$ cat src/rtl/fwd_pkg.sv
// ============================================================================
// Module      : fwd_pkg
// Description : Shared types and constants for the forwarding scoreboard.
// Revision    : 1.0 - initial release
// ============================================================================
`default_nettype none

package fwd_pkg;

  localparam int FWD_DATA_W  = 16;
  localparam int FWD_RADDR_W = 4;
  localparam int REG_ZERO    = 0;

  localparam int STG_EX  = 0;
  localparam int STG_MEM = 1;
  localparam int STG_WB  = 2;

  typedef struct packed {
    logic                   valid;
    logic                   regwrite;
    logic                   is_load;
    logic [FWD_RADDR_W-1:0] rd;
  } fwd_entry_t;

  // A load's data only exists once it has reached the load-ready stage.
  function automatic logic entry_ready(input logic is_load, input int idx, input int load_rdy);
    return !is_load || (idx >= load_rdy);
  endfunction

endpackage

`default_nettype wire

$ cat src/rtl/fwd_src_lookup.sv
// ============================================================================
// Module      : fwd_src_lookup
// Description : Youngest-first producer scan for one source operand.
// Revision    : 1.0 - initial release
// ============================================================================
`default_nettype none

module fwd_src_lookup
  import fwd_pkg::*;
#(
  parameter int DATA_W   = FWD_DATA_W,
  parameter int RADDR_W  = FWD_RADDR_W,
  parameter int DEPTH    = 3,
  parameter int LOAD_RDY = STG_WB
) (
  input  logic [RADDR_W-1:0]       addr,
  input  logic [DATA_W-1:0]        rf_data,
  input  logic [DEPTH-1:0]         ent_valid,
  input  logic [DEPTH-1:0]         ent_regwrite,
  input  logic [DEPTH-1:0]         ent_is_load,
  input  logic [DEPTH*RADDR_W-1:0] ent_rd,
  input  logic [DEPTH*DATA_W-1:0]  stage_result,
  output logic                     hit,
  output logic [1:0]               stage,
  output logic                     not_ready,
  output logic [DATA_W-1:0]        data
);

  logic              w_found;
  logic              w_ready;
  logic [1:0]        w_idx;
  logic [DATA_W-1:0] w_fwd;

  always_comb begin
    w_found = 1'b0;
    w_ready = 1'b0;
    w_idx   = 2'd0;
    w_fwd   = '0;
    if (addr != RADDR_W'(REG_ZERO)) begin
      for (int i = 0; i < DEPTH; i++) begin
        if (!w_found && ent_valid[i] && ent_regwrite[i] &&
            (ent_rd[i*RADDR_W +: RADDR_W] == addr)) begin
          w_found = 1'b1;
          w_ready = entry_ready(ent_is_load[i], i, LOAD_RDY);
          w_idx   = 2'(i);
          w_fwd   = stage_result[i*DATA_W +: DATA_W];
        end
      end
    end
  end

  assign hit       = w_found & w_ready;
  assign not_ready = w_found & ~w_ready;
  assign stage     = hit ? w_idx : 2'd0;
  assign data      = hit ? w_fwd : rf_data;

endmodule

`default_nettype wire

$ cat src/rtl/fwd_scoreboard.sv
// ============================================================================
// Module      : fwd_scoreboard
// Description : In-flight write tracker with operand forwarding and load-use
//               stall. FWD_PERF_CNT_EN adds stall/forward performance counters.
// Revision    : 1.0 - initial release
// ============================================================================
`default_nettype none

module fwd_scoreboard
  import fwd_pkg::*;
#(
  parameter int DATA_W     = FWD_DATA_W,
  parameter int RADDR_W    = FWD_RADDR_W,
  parameter int DEPTH      = 3,
  parameter int NUM_SRC    = 2,
  parameter int LOAD_RDY   = STG_WB,
  parameter int FLUSH_UPTO = 1
) (
  input  logic                       clk,
  input  logic                       rst_n,
  input  logic                       advance,
  input  logic                       flush,
  input  logic                       issue_valid,
  input  logic                       issue_regwrite,
  input  logic                       issue_is_load,
  input  logic [RADDR_W-1:0]         issue_rd,
  input  logic [DEPTH*DATA_W-1:0]    stage_result,
  input  logic [NUM_SRC*RADDR_W-1:0] src_addr,
  input  logic [NUM_SRC*DATA_W-1:0]  src_rf_data,
  output logic [NUM_SRC*DATA_W-1:0]  src_data,
  output logic [NUM_SRC-1:0]         src_hit,
  output logic [NUM_SRC*2-1:0]       src_stage,
  output logic                       stall
`ifdef FWD_PERF_CNT_EN
  ,
  output logic [15:0]                stall_cnt,
  output logic [15:0]                fwd_cnt
`endif
);

  logic [DEPTH-1:0]         r_valid;
  logic [DEPTH-1:0]         r_regwrite;
  logic [DEPTH-1:0]         r_is_load;
  logic [DEPTH*RADDR_W-1:0] r_rd;

  logic [DEPTH-1:0]         w_nxt_valid;
  logic [DEPTH-1:0]         w_nxt_regwrite;
  logic [DEPTH-1:0]         w_nxt_is_load;
  logic [DEPTH*RADDR_W-1:0] w_nxt_rd;
  logic [NUM_SRC-1:0]       w_not_ready;
  logic                     w_take;

  generate
    for (genvar s = 0; s < NUM_SRC; s++) begin : g_src
      fwd_src_lookup #(
        .DATA_W   (DATA_W),
        .RADDR_W  (RADDR_W),
        .DEPTH    (DEPTH),
        .LOAD_RDY (LOAD_RDY)
      ) u_lookup (
        .addr         (src_addr[s*RADDR_W +: RADDR_W]),
        .rf_data      (src_rf_data[s*DATA_W +: DATA_W]),
        .ent_valid    (r_valid),
        .ent_regwrite (r_regwrite),
        .ent_is_load  (r_is_load),
        .ent_rd       (r_rd),
        .stage_result (stage_result),
        .hit          (src_hit[s]),
        .stage        (src_stage[s*2 +: 2]),
        .not_ready    (w_not_ready[s]),
        .data         (src_data[s*DATA_W +: DATA_W])
      );
    end
  endgenerate

  assign stall  = |w_not_ready;
  assign w_take = issue_valid & ~stall & ~flush;

  // Shift first, then squash the youngest entries of the shifted state.
  always_comb begin
    w_nxt_valid    = r_valid;
    w_nxt_regwrite = r_regwrite;
    w_nxt_is_load  = r_is_load;
    w_nxt_rd       = r_rd;
    if (advance) begin
      for (int i = DEPTH-1; i > 0; i--) begin
        w_nxt_valid[i]                    = r_valid[i-1];
        w_nxt_regwrite[i]                 = r_regwrite[i-1];
        w_nxt_is_load[i]                  = r_is_load[i-1];
        w_nxt_rd[i*RADDR_W +: RADDR_W]    = r_rd[(i-1)*RADDR_W +: RADDR_W];
      end
      w_nxt_valid[0]          = w_take;
      w_nxt_regwrite[0]       = w_take & issue_regwrite;
      w_nxt_is_load[0]        = w_take & issue_is_load;
      w_nxt_rd[0 +: RADDR_W]  = w_take ? issue_rd : '0;
    end
    if (flush) begin
      for (int i = 0; i < FLUSH_UPTO; i++) begin
        w_nxt_valid[i]                 = 1'b0;
        w_nxt_regwrite[i]              = 1'b0;
        w_nxt_is_load[i]               = 1'b0;
        w_nxt_rd[i*RADDR_W +: RADDR_W] = '0;
      end
    end
  end

  always_ff @(posedge clk or negedge rst_n) begin
    if (!rst_n) begin
      r_valid    <= '0;
      r_regwrite <= '0;
      r_is_load  <= '0;
      r_rd       <= '0;
    end else begin
      r_valid    <= w_nxt_valid;
      r_regwrite <= w_nxt_regwrite;
      r_is_load  <= w_nxt_is_load;
      r_rd       <= w_nxt_rd;
    end
  end

`ifdef FWD_PERF_CNT_EN
  logic [15:0] r_stall_cnt;
  logic [15:0] r_fwd_cnt;

  always_ff @(posedge clk or negedge rst_n) begin
    if (!rst_n) begin
      r_stall_cnt <= '0;
      r_fwd_cnt   <= '0;
    end else if (advance) begin
      if (stall && (r_stall_cnt != 16'hFFFF)) r_stall_cnt <= r_stall_cnt + 16'd1;
      if ((|src_hit) && (r_fwd_cnt != 16'hFFFF)) r_fwd_cnt <= r_fwd_cnt + 16'd1;
    end
  end

  assign stall_cnt = r_stall_cnt;
  assign fwd_cnt   = r_fwd_cnt;
`endif

endmodule

`default_nettype wire

$ cat config.mk
export PLATFORM = sky130hd
export DESIGN_NAME = fwd_scoreboard
export DESIGN_NICKNAME = d
export VERILOG_FILES = /design/src/rtl/fwd_pkg.sv /design/src/rtl/fwd_src_lookup.sv /design/src/rtl/fwd_scoreboard.sv
export SDC_FILE = /design/constraint.sdc
export NUM_CORES = 1
export LEC_CHECK = 0
export BUFFER_PORTS_ARGS = -buffer_cell sky130_fd_sc_hd__buf_2
export CAP_MARGIN = 30
export CORE_ASPECT_RATIO = 1.1
export CORE_MARGIN = 4
export CORE_UTILIZATION = 42
export CTS_CLUSTER_DIAMETER = 60
export CTS_CLUSTER_SIZE = 24
export DETAILED_ROUTE_END_ITERATION = 10
export GPL_TIMING_DRIVEN = 0
export PLACE_DENSITY = 0.78
export SYNTH_ARGS = -nofsm -noshare
export SYNTH_HDL_FRONTEND = slang
export SYNTH_SLANG_ARGS = --single-unit
$ cat constraint.sdc
create_clock -name clk -period 2.2 [get_ports clk]
set_clock_uncertainty 0.05 [all_clocks]
set_input_delay 0.22 -clock clk [delete_from_list [all_inputs] [get_ports clk]]
set_output_delay 0.22 -clock clk [all_outputs]
set_load 0.005 [all_outputs]
-- After elaboration in Yosys (flattened, before gate mapping)
Cells that the tools add are included.
- register bits: 20
- input bits: 99
- word-level logic and storage cells: 98
- equal/unequal tests: 6
- mux-type cells: 47
- bitwise logic cells: 12
- reduce and logical (&&, ||, !) cells: 25
- operators by type and width (operator ; count):
    two-way mux 16 bit ; 10
    two-way mux 1 bit ; 28
    == test 4 bit ; 6
    logical AND 1 bit ; 15
    two-way mux 2 bit ; 6
    two-way mux 4 bit ; 3
    bitwise AND 1 bit ; 8
    nonzero test 4 bit ; 2
    logical NOT 1 bit ; 6
    NOT 1 bit ; 4
    nonzero test 2 bit ; 1
    OR reduction 2 bit ; 1

-- Logic depth before layout (Yosys ltp)
- depth in word-level cells: 25
- mapped depth: 8
- depth with buffers taken out: 5

-- Hierarchy
A second synthesis with hierarchy kept.
- cell total of the unflattened synthesis: 273
- area total of the unflattened synthesis: 2412.3 sq um
- modules (own cells, without submodules) (module ; times used ; cells each ; area each (sq um) ; seq. area each (sq um)):
    fwd_src_lookup ; 2 ; 109 ; 789.5 ; 0.0
    fwd_scoreboard ; 1 ; 55 ; 833.3 ; 525.5

-- Worst setup path after synthesis
No wires, ideal clock.
- path kind: reg2out
- from: register r_rd[5]
- to: output port src_data[10]
- data arrival time: 1983 ps
- data required time: 1930 ps
- setup slack: -53 ps
- stages on the path, launching flop included: 8
- buffers on the path: 2
- cells stage by stage: dfrtp_1 -> xnor2_1 -> nand4_1 -> or3_1 -> a311oi_2 -> buf_6 -> buf_12 -> mux2i_1
- word-level cells in the longest chain between the ends: 12
- elaborated cells between the ends (all ways): 18
- classes of those cells: eq/ne (1); mux (11); bitwise (1); reduce/logical (5)
- RTL lines (item ; line ; RTL):
    from (decl) ; fwd_scoreboard.sv:44 ; logic [DEPTH*RADDR_W-1:0] r_rd;
    from (signal assigned) ; fwd_scoreboard.sv:117 ; r_rd <= w_nxt_rd;
    == test 4 bit * ; fwd_src_lookup.sv:42 ; (ent_rd[i*RADDR_W +: RADDR_W] == addr)) begin
    logical AND 1 bit * ; fwd_src_lookup.sv:41 ; if (!w_found && ent_valid[i] && ent_regwrite[i] &&
    two-way mux 1 bit ; fwd_src_lookup.sv:41 ;
    two-way mux 1 bit ; fwd_src_lookup.sv:39 ; if (addr != RADDR_W'(REG_ZERO)) begin
    logical NOT 1 bit ; fwd_src_lookup.sv:41 ;
    logical AND 1 bit (3 in series) ; fwd_src_lookup.sv:41 ;
    two-way mux 1 bit ; fwd_src_lookup.sv:41 ;
    two-way mux 1 bit ; fwd_src_lookup.sv:39 ;
    bitwise AND 1 bit * ; fwd_src_lookup.sv:52 ; assign hit = w_found & w_ready;
    net g_src[0].u_lookup.hit ; fwd_src_lookup.sv:23 ; output logic hit,
    two-way mux 16 bit * ; fwd_src_lookup.sv:55 ; assign data = hit ? w_fwd : rf_data;
    to (decl) ; fwd_scoreboard.sv:30 ; output logic [NUM_SRC*DATA_W-1:0] src_data,
Mark *: on every way through the listed nets, which the timed path passes. The rest lies on a longest branch. The select of a mux whose other input is x is not followed.

-- Final worst setup path
- from: register r_rd[4]
- to: output port src_data[11]
Same word-level chain as after synthesis.

==> results_tabular.tex <==
\begin{tabular}{lr}
\hline
Metric & Value \\
\hline
\multicolumn{2}{l}{\textbf{Pwr}} \\
\quad Relative contribution of combinational cells to total power & 0.377 \\
\quad Switching share of power & 0.318 \\
\quad Sequential cell fraction of total power & 0.405 \\
\quad Power per standard cell area & 273 nW/um\^{}2 \\
\quad Cell-internal power & 0.700 mW \\
\quad Largest vdd supply drop & 0.391 mV \\
\quad Leakage power total & 1.54 nW \\
\quad Relative contribution of the clock network to total power & 0.218 \\
\quad Pwr Total & 1.03 mW \\
\quad Net switching power & 0.326 mW \\
\multicolumn{2}{l}{\textbf{Final layout}} \\
\quad Number of antenna diodes & 0 \\
\quad NumNets Final & 604 \\
\quad Share of cells above drive strength 1 & 0.402 \\
\quad Share of the core filled with cells in the final layout & 0.606 \\
\quad Area growth from synthesis to final layout & 40.1\% \\
\multicolumn{2}{l}{\textbf{CTS}} \\
\quad Number of clock sinks & 20 \\
\quad Level count of the clock H-tree & 1 \\
\quad Num CTS Buffers & 3 \\
\quad Clock transition at the registers of the reported paths & 0.06 ns \\
\quad Clock Tree Root & clkbuf\_8 \\
\quad Source-to-sink clock delay at the later pin of the worst-skew pair & 0.25 ns \\
\quad TritonCTS clock tree & yes \\
\quad Number of buffers between clock root and the deepest sink & 2 \\
\multicolumn{2}{l}{\textbf{Placement}} \\
\quad Gpl congestion & 0.927 \\
\quad Placement-stage worst setup slack & -0.618 ns \\
\quad Number of buffers added on ports & 136 \\
\quad Dpl hpwl & 7700 um \\
\multicolumn{2}{l}{\textbf{Synthesis}} \\
\quad Number of synthesis warnings & 0 \\
\quad Ranking of synthesized cells by instance count & o22ai\_1, inv\_1, nand2\_1 \\
\quad Sequential fraction of the synthesis area & 0.187 \\
\quad Cell Area, Synth & 2680 sq um \\
\quad Share of Yosys cell area claimed by the top area cell type & 0.187 \\
\quad Largest cells by area after synthesis & dfrtp\_1, o22ai\_1, mux2i\_1 \\
\quad Post-synth EDFFs & 0 \\
\quad Largest area contributor in the netlist & dfrtp\_1 \\
\quad Async set-reset flop share out of synthesis & 1.00 \\
\quad Synthesized netlist net count & 449 \\
\quad Most frequent cell after synthesis & o22ai\_1 \\
\quad Top\_reg\_cell synth & dfrtp\_1 \\
\quad Syn\_area\_per\_cell & 7.66 sq um \\
\quad Post-synthesis register bit count & 20 \\
\quad Synthesized netlist cell count & 350 \\
\quad Netlist cell types & 29 \\
\multicolumn{2}{l}{\textbf{STA}} \\
\quad Period minus WS final & 2.70 ns \\
\quad Slew at the pin with the worst max-slew slack & 1.03 ns \\
\quad Final count of negative-setup-slack endpoints & 37 \\
\quad Max Transition Viols Final & 0 \\
\quad Slew headroom & 0.307 \\
\quad Hold slack & 0.160 ns \\
\quad Part of the cycle the worst path needs & 1.23 \\
\quad Least setup slack across all paths after layout & -0.504 ns \\
\quad Unrepaired setup endpoints after global routing & true \\
\quad Endpoints failing hold & 0 \\
\quad Timing-limited maximum frequency & 370 MHz \\
\multicolumn{2}{l}{\textbf{Global route}} \\
\quad Total congestion overflow & 0 \\
\quad Number of global-route vias before repair & 3476 \\
\quad Gr usage total & 0.255 \\
\quad First-pass GRT wire length & 16400 um \\
\quad Maximum number of pins on one net before global-route repair & 21 \\
\quad Number of antenna violations at the first check in global routing & 0 \\
\multicolumn{2}{l}{\textbf{Route}} \\
\quad Total number of vias & 3481 \\
\quad Vias per cell & 5.97 \\
\quad Number of nets with antenna violations after routing & 0 \\
\quad Initial DRT Pass Iterations & 5 \\
\quad Wire length per cell & 18.0 um \\
\quad Total wire length & 10500 um \\
\quad Drc violations & 0 \\
\quad DR iter-0 viols & 351 \\
\multicolumn{2}{l}{\textbf{Critical path}} \\
\quad Type of element capturing the critical path & output pin \\
\quad Largest fanout of any net on the critical path & 5 \\
\quad Slack of the worst reg-to-reg path & 0.15 ns \\
\quad Number of buffers and inverters on the critical path & 3 \\
\quad Slowest stage delay, CP & 0.45 ns \\
\quad Required time of the critical path & 1.93 ns \\
\quad Critical-path top delay cell & dfrtp\_2 \\
\quad Largest delay share family, worst path & simple AND/OR/NAND/NOR gates \\
\quad Depth of the worst register-to-register path & 7 \\
\quad Cells traversed along the worst timing path & xnor2\_1, nand4\_1, or3\_1, a311oi\_2, buf\_6, buf\_12, mux2i\_2, buf\_2 \\
\quad Start-to-end type of the worst setup path & register to output pin \\
\quad RR Endpoint & r\_regwrite[0] \\
\quad Worst path arrival time & 2.43 ns \\
\quad CP startpoint kind & register \\
\quad Source of the worst register-to-register timing path & r\_rd[4] \\
\multicolumn{2}{l}{\textbf{Outcome}} \\
\quad Violations in the final reports & negative setup slack \\
\quad Outcome & finished with violations \\
\multicolumn{2}{l}{\textbf{Die}} \\
\quad Number of top-level pins & 138 \\
\quad CORE AREA & 6190 sq um \\
\quad Effective utilization at floorplan & 0.433 \\
\quad Width of the die & 84.2 um \\
\quad Die extent in y & 91.8 um \\
\quad Rows & 30 \\
\quad Full die area & 7720 sq um \\
\multicolumn{2}{l}{\textbf{Hold path}} \\
\quad Hold-critical path depth & 3 \\
\quad Hold endpoint & r\_rd[3] \\
\quad Class of the most critical hold timing path & input port to register \\
\quad Worst hold start & issue\_rd[3] \\
\multicolumn{2}{l}{\textbf{Flow run}} \\
\quad Max capacitance violation total & 0 \\
\hline
\end{tabular}
==> placed cells by master (no fill, tap or decap), drive strengths merged, types with 4 or more instances in the layout <==
master,instances
buf,159
o22ai,66
inv,40
nand2,38
a211oi,32
mux2i,32
clkbuf,31
xnor2,24
dfrtp,20
mux2,13
nand4,6
o32ai,6
and4,4
nor2,4
nand3b,4
or2,4
==> area by class of cell <==
cell class / count / area (sq um)
Buffer: 34 / 210
Clock buffer: 3 / 41.3
Fill cell: 583 / 2440
Inverter: 40 / 150
Multi-Input combinational cell: 252 / 1870
Sequential cell: 20 / 504
Tap cell: 80 / 100
Timing Repair Buffer: 154 / 882
==> registers in the layout, indices dropped and copies added (netlist names) <==
register	count
r_is_load	2
r_rd	12
r_regwrite	3
r_valid	3
==> cell families (layout without fill, tap and decap cells) <==
logic type      count (synthesis)  count (layout)  synth area share
compound gates                110             110             0.287
buf+inv                        78             231             0.135
simple gates                   73              73             0.139
mux                            45              45             0.174
xor+xnor                       24              24            0.0784
flops                          20              20             0.187
==> stage by stage <==
step | TNS (ns) | instance area, sq um | std cells
2_1_floorplan | -0.220 | 2680 | 350
3_3_place_gp | -11.55 | 3460 | 566
3_5_place_dp | -15.17 | 3460 | 566
4_1_cts | -14.54 | 3700 | 582
5_1_grt | -18.74 | 3760 | 583
6_report | -15.46 | 3760 | 583
==> metal layers <==
metal / wire length (um) / vias up / global-route usage
li1: - / 1604 / -
met1: 3870 / 1582 / 0.291
met2: 5310 / 258 / 0.479
met3: 945 / 37 / 0.0350
met4: 344 / 0 / 0.0871
met5: 0 / - / 0
==> power by group through the flow <==
| stage | Clock [mW] | Combinational [mW] | Sequential, mW |
|---|---|---|---|
| 6_report | 0.224 | 0.387 | 0.416 |
| 3_5_place_dp | 0 | 0.350 | 0.421 |
| 5_1_grt | 0.246 | 0.418 | 0.418 |
| 2_1_floorplan | 0 | 0.175 | 0.414 |
| 3_3_place_gp | 0 | 0.340 | 0.419 |
| 4_1_cts | 0.230 | 0.375 | 0.414 |
==> how the worst max path moves through the flow <==
| stage | end | cells past startpoint | from |
|---|---|---|---|
| after floorplan | src_data[22] | 7 | r_rd[7] |
| after global placement | src_data[8] | 8 | r_rd[4] |
| after detailed placement | src_data[8] | 8 | r_rd[6] |
| after CTS | src_data[22] | 9 | r_rd[7] |
| after global routing | src_data[17] | 8 | r_rd[4] |
| final | src_data[11] | 8 | r_rd[4] |
==> timing repair <==
action                     4_1_cts  5_1_grt
resized for setup               17       19
pin swaps                       12        3
hold endpoints to repair        20        0
setup endpoints to repair       38       46
hold buffers                     1        0
cloned                           1        1
setup buffers                   13        2
==> worst register-to-register path: stages (launching register included) <==
cell	delay (ns)
dfrtp_2	0.45
xnor2_1	0.27
and4_1	0.30
buf_4	0.14
buf_4	0.15
o211ai_1	0.12
nand4bb_1	0.29
o32ai_1	0.15
No activity file was read; power rests on OpenSTA's default activity.
